===== config.mk =====
export PLATFORM = sky130hd
export DESIGN_NAME = ps2_scancode_ctrl
export DESIGN_NICKNAME = d
export VERILOG_FILES = /design/src/rtl/ps2_pkg.sv /design/src/rtl/ps2_evt_slot.sv /design/src/rtl/ps2_scancode_ctrl.sv
export SDC_FILE = /design/constraint.sdc
export NUM_CORES = 1
export LEC_CHECK = 0
export CORE_AREA = 2 2 58 60
export DETAILED_ROUTE_END_ITERATION = 6
export DIE_AREA = 0 0 60 62
export GPL_ROUTABILITY_DRIVEN = 0
export PLACE_DENSITY = 0.75
export SKIP_LAST_GASP = 1
export SYNTH_ARGS = -nofsm -noshare
export SYNTH_HDL_FRONTEND = slang
export SYNTH_SLANG_ARGS = --single-unit

===== constraint.sdc =====
create_clock -name clk -period 2.2 [get_ports clk]
set_clock_uncertainty 0.15 [all_clocks]
set_input_delay 0.33 -clock clk [delete_from_list [all_inputs] [get_ports clk]]
set_output_delay 0.33 -clock clk [all_outputs]
set_load 0.005 [all_outputs]

===== src/rtl/ps2_pkg.sv =====
// Shared PS/2 Set-2 byte constants, controller state encoding and byte classifiers.
package ps2_pkg;

    localparam logic [7:0] PS2_EXT    = 8'hE0;
    localparam logic [7:0] PS2_BRK    = 8'hF0;
    localparam logic [7:0] PS2_BAT_OK = 8'hAA;
    localparam logic [7:0] PS2_ACK    = 8'hFA;
    localparam logic [7:0] PS2_ECHO   = 8'hEE;
    localparam logic [7:0] PS2_RESEND = 8'hFE;
    localparam logic [7:0] PS2_PAUSE  = 8'hE1;
    localparam logic [7:0] PS2_ERR0   = 8'h00;
    localparam logic [7:0] PS2_ERR1   = 8'hFF;

    typedef enum logic [1:0] {
        S_IDLE,
        S_EXT,
        S_BRK,
        S_EXT_BRK
    } ps2_state_t;

    // Device status bytes carry no key information and are dropped when no prefix is pending.
    function automatic logic is_status(input logic [7:0] b);
        return (b == PS2_BAT_OK) || (b == PS2_ACK) || (b == PS2_ECHO) ||
               (b == PS2_RESEND) || (b == PS2_PAUSE);
    endfunction

    function automatic logic is_err_byte(input logic [7:0] b);
        return (b == PS2_ERR0) || (b == PS2_ERR1);
    endfunction

endpackage


===== src/rtl/ps2_evt_slot.sv =====
// One-entry valid/ready event holding register with a sticky overflow flag.
module ps2_evt_slot
(
    input  logic       clk,
    input  logic       rst,
    input  logic       load_req,
    input  logic [7:0] load_code,
    input  logic       load_ext,
    input  logic       load_rel,
    input  logic       evt_ready,
    input  logic       ovf_clr,
    output logic [7:0] evt_code,
    output logic       evt_ext,
    output logic       evt_release,
    output logic       evt_valid,
    output logic       ovf
);

    logic accept;
    logic can_load;

    assign accept   = evt_valid && evt_ready;
    assign can_load = !evt_valid || accept;

    always_ff @(posedge clk) begin
        if (rst) begin
            evt_code    <= 8'h00;
            evt_ext     <= 1'b0;
            evt_release <= 1'b0;
            evt_valid   <= 1'b0;
        end else if (load_req && can_load) begin
            evt_code    <= load_code;
            evt_ext     <= load_ext;
            evt_release <= load_rel;
            evt_valid   <= 1'b1;
        end else if (accept) begin
            evt_valid   <= 1'b0;
        end
    end

    // A drop in the same cycle as a clear must still be reported.
    always_ff @(posedge clk) begin
        if (rst) begin
            ovf <= 1'b0;
        end else if (load_req && !can_load) begin
            ovf <= 1'b1;
        end else if (ovf_clr) begin
            ovf <= 1'b0;
        end
    end

endmodule


===== src/rtl/ps2_scancode_ctrl.sv =====
// PS/2 Set-2 scancode sequencer: prefix tracking, status filtering, prefix timeout.
//
// state     | meaning
// ----------+-----------------------------------------------
// S_IDLE    | no prefix pending, waiting for a fresh code
// S_EXT     | E0 seen, waiting for code or F0
// S_BRK     | F0 seen, waiting for released code
// S_EXT_BRK | E0 F0 seen, waiting for released extended code
module ps2_scancode_ctrl
    import ps2_pkg::*;
#(
    parameter int TIMEOUT_CYCLES = 120000
)
(
    input  logic       clk,
    input  logic       rst,
    input  logic [7:0] ps2_data,
    input  logic       ps2_data_strb,
    output logic [7:0] evt_code,
    output logic       evt_ext,
    output logic       evt_release,
    output logic       evt_valid,
    input  logic       evt_ready,
    output logic       kbd_err,
    output logic       ovf,
    input  logic       ovf_clr
);

    localparam int CNT_W = $clog2(TIMEOUT_CYCLES);
    localparam logic [CNT_W-1:0] CNT_LAST = CNT_W'(TIMEOUT_CYCLES - 1);

    ps2_state_t      state_q, state_d;
    logic [CNT_W-1:0] cnt_q;
    logic            expire;
    logic            err_d;
    logic            emit;
    logic            emit_ext;
    logic            emit_rel;

    assign expire = (state_q != S_IDLE) && (cnt_q == CNT_LAST);

    always_ff @(posedge clk) begin
        if (rst) begin
            state_q <= S_IDLE;
            kbd_err <= 1'b0;
        end else begin
            state_q <= state_d;
            kbd_err <= err_d;
        end
    end

    always_ff @(posedge clk) begin
        if (rst) begin
            cnt_q <= '0;
        end else if (ps2_data_strb || (state_q == S_IDLE) || expire) begin
            cnt_q <= '0;
        end else begin
            cnt_q <= cnt_q + 1'b1;
        end
    end

    always_comb begin
        state_d  = state_q;
        err_d    = 1'b0;
        emit     = 1'b0;
        emit_ext = 1'b0;
        emit_rel = 1'b0;
        if (ps2_data_strb) begin
            case (state_q)
                S_IDLE: begin
                    if (ps2_data == PS2_EXT) begin
                        state_d = S_EXT;
                    end else if (ps2_data == PS2_BRK) begin
                        state_d = S_BRK;
                    end else if (is_err_byte(ps2_data)) begin
                        err_d = 1'b1;
                    end else if (!is_status(ps2_data)) begin
                        emit = 1'b1;
                    end
                end
                S_EXT: begin
                    if (ps2_data == PS2_BRK) begin
                        state_d = S_EXT_BRK;
                    end else if ((ps2_data == PS2_EXT) || is_err_byte(ps2_data)) begin
                        state_d = S_IDLE;
                        err_d   = 1'b1;
                    end else begin
                        state_d  = S_IDLE;
                        emit     = 1'b1;
                        emit_ext = 1'b1;
                    end
                end
                S_BRK, S_EXT_BRK: begin
                    state_d = S_IDLE;
                    if ((ps2_data == PS2_EXT) || (ps2_data == PS2_BRK) || is_err_byte(ps2_data)) begin
                        err_d = 1'b1;
                    end else begin
                        emit     = 1'b1;
                        emit_ext = (state_q == S_EXT_BRK);
                        emit_rel = 1'b1;
                    end
                end
                default: state_d = S_IDLE;
            endcase
        end else if (expire) begin
            // Stalled prefix: abandon it so the next byte is decoded fresh.
            state_d = S_IDLE;
            err_d   = 1'b1;
        end
    end

    ps2_evt_slot u_slot (
        .clk         (clk),
        .rst         (rst),
        .load_req    (emit),
        .load_code   (ps2_data),
        .load_ext    (emit_ext),
        .load_rel    (emit_rel),
        .evt_ready   (evt_ready),
        .ovf_clr     (ovf_clr),
        .evt_code    (evt_code),
        .evt_ext     (evt_ext),
        .evt_release (evt_release),
        .evt_valid   (evt_valid),
        .ovf         (ovf)
    );

endmodule


==> out/results.ini <==
[hold_path]
hp-class = reg -> reg

[synthesis]
synth_area_leader_cell = dfxtp_1
synth_compound_area_share_pct = 7.46
synthDominantCellAreaShare_pct = 42.5
yosys.area_share.simple_pct = 31.7
synth_edf_count = 0
yosysWarnings = 0
syn_inst = 164
synth-async-reset-ratio_pct = 0
yosysUniqueCellTypes = 37
synthTopCellsByArea = dfxtp_1, nand2b_1, xor2_1, mux2i_1, nor2_1
yosys.area_share.adder_pct = 0.829
yosys_register_bits = 32
ys_seq_area_share_pct = 42.5
synthFlopType = dfxtp_1
synth_mux_area_share_pct = 6.63
synth_top_family_by_area = simple AND/OR/NAND/NOR gates
synth_area_per_cell_sq_um = 9.20
synth_area_sq_mm = 0.00151
synthXorXnorAreaFrac_pct = 8.71
synth_nets = 178

[drt]
first_iter_violations = 54
via_per_inst = 5.05
wire_per_inst_um = 12.5
ant_nets = 0
firstDrtPassIters = 4
via_count = 1277
drc_errors = 0
drt-total-wl_um = 3170

[sta]
final-setup-viol-count = 0
fmax_mhz = 481
maxSlewHeadroom_pct = 70.1
finalWorstSetupSlack_ns = 0.120
tightest_slew_ns = 0.448
layout_min_cycle_time_ns = 2.08
slew_viol_final = 0
hold_viol = 0
fin_crit_sh_pct = 94.6
hold_ws_ns = 0.308
fin_setup_tns_ns = 0

[clock_tree]
cts-root-buf = clkbuf_4
clk_pin_slew_ns = 0.09
cts-buffers-inserted = 5
clock_latency_ns = 0.35
cts_sinks = 32
cts_tree = yes
htree_levels = 2
clockBufferDepth = 2
holdBufCountCts = 0

[setup_path]
crit_slowest_cell = clkdlybuf4s50_1
path_class = in -> reg
cp.required_ns = 2.32
max_stage_delay_ns = 0.50
worst_setup_path_start_kind = primary input
critPathCaptureType = flip-flop
path_max_fanout = 7
worstPathArrival_ns = 2.20
cp_cell_sequence = clkdlybuf4s50_1, nor4_1, buf_4, and4b_1, or3b_2, a21oi_1

[finish]
num_antenna_cells = 0
layout.nets = 220
drive_above_1_share_pct = 13.5
syn_to_final_growth_pct = 30.8
most-common-layout-cells = dfxtp_1, clkdlybuf4s50_1, nor2_1
fillCellCount = 276
instances_no_fill = 253
final_cell_area_sq_mm = 0.00197
mostFrequentLayoutCell = dfxtp_1
fin_util_pct = 62.1

[placement]
dp_slack_ns = -0.340
dp_hpwl_um = 2380
dp.cells = 245
place_area_sq_mm = 0.00189
io_buffers = 25

[die]
start_util_pct = 47.5
die_area_sq_mm = 0.00372
core_sq_mm = 0.00318
fp-row-count = 21
pin_count = 26
chipWidth_um = 60
die_y_um = 62

[run_status]
status = finished, final reports clean

[grt]
grt_first_pass_wirelength_um = 5450
grt_pass1_vias = 1294
antenna_found_initial = 0
overflow = 0
track_usage_pct = 19.5
grt_max_degree = 17

[power_and_ir_drop]
peakVddDrop_v = 0.000407
total_power_mw = 1.18
power_density_mw_per_mm2 = 598
power_leakage_nw = 0.729

[flow_run]
cap_violations = 0

-- synth_stat cells (2+ instances only) --
cell,instances
nor4_1,3
and2_1,3
mux2i_1,10
a21oi_1,4
xnor2_1,3
and3_1,5
and4_1,2
o21ai_0,3
nand4_1,2
xor2_1,12
nand3_1,7
nor2b_1,2
nor2_1,23
clkbuf_1,2
dfxtp_1,32
buf_6,2
nand2b_1,20
nand2_1,10
-- cell type report --
class / count / area, sq um / share of cell area [%]
Tap cell: 46 / 57.6 / 2.92
Clock buffer: 5 / 37.5 / 1.90
Clock inverter: 3 / 42.5 / 2.16
Multi-Input combinational cell: 127 / 836 / 42.4
Timing Repair Buffer: 39 / 355 / 18.0
Inverter: 1 / 3.75 / 0.190
Sequential cell: 32 / 641 / 32.5
-- metal layers --
metal	track usage, %	part of all wire [%]	vias to the layer above
li1	-	-	654
met5	0	0	-
met3	6.21	4.9	5
met4	7.62	1.4	0
met2	30.7	47	30
met1	24.9	47	588
-- worst max-delay path: cells and delay by family --
kind	cells	cell delay, ns
buffers and inverters	2	0.69
AND/OR/NAND/NOR	3	1.06
AO/OA/AOI/OAI	1	0.12
-- cells by family (layout without fill, tap and decap cells) --
logic type | after synthesis | count (layout)
compound gates | 15 | 15
flops | 32 | 32
mux | 10 | 10
simple gates | 86 | 86
xor+xnor | 15 | 15
fa+ha+maj | 1 | 1
buf+inv | 5 | 48
-- registers in the layout, summed over array words and instances, names as in the netlist --
| register | count |
|---|---|
| cnt_q | 17 |
| kbd_err | 1 |
| state_q | 2 |
| u_slot.evt_code | 8 |
| u_slot.evt_ext | 1 |
| u_slot.evt_release | 1 |
| u_slot.evt_valid | 1 |
| u_slot.ovf | 1 |
-- path summary, 6_finish.rpt --
check / cells past startpoint / endpoint / start / slack [ns]
setup / recovery: 6 / state_q[0]$_SDFFE_PP0P_ / ps2_data[2] / 0.12
hold / removal: 1 / cnt_q[0]$_SDFF_PP0_ / cnt_q[0]$_SDFF_PP0_ / 0.31
setup reg to reg: 5 / state_q[0]$_SDFFE_PP0P_ / cnt_q[11]$_SDFF_PP0_ / 0.20
hold reg to reg: 1 / cnt_q[0]$_SDFF_PP0_ / cnt_q[0]$_SDFF_PP0_ / 0.31
-- power by group --
group          internal (mW)  total (mW)  switching, mW
registers              0.592       0.598        0.00653
clock network          0.237       0.456          0.219
logic                 0.0760       0.124         0.0483
-- what timing repair did --
item	CTS	global route
gates resized for setup	0	1
endpoints found under the setup margin	0	11
setup buffers	0	0
Note: power is estimated with default switching activity, not from simulation.
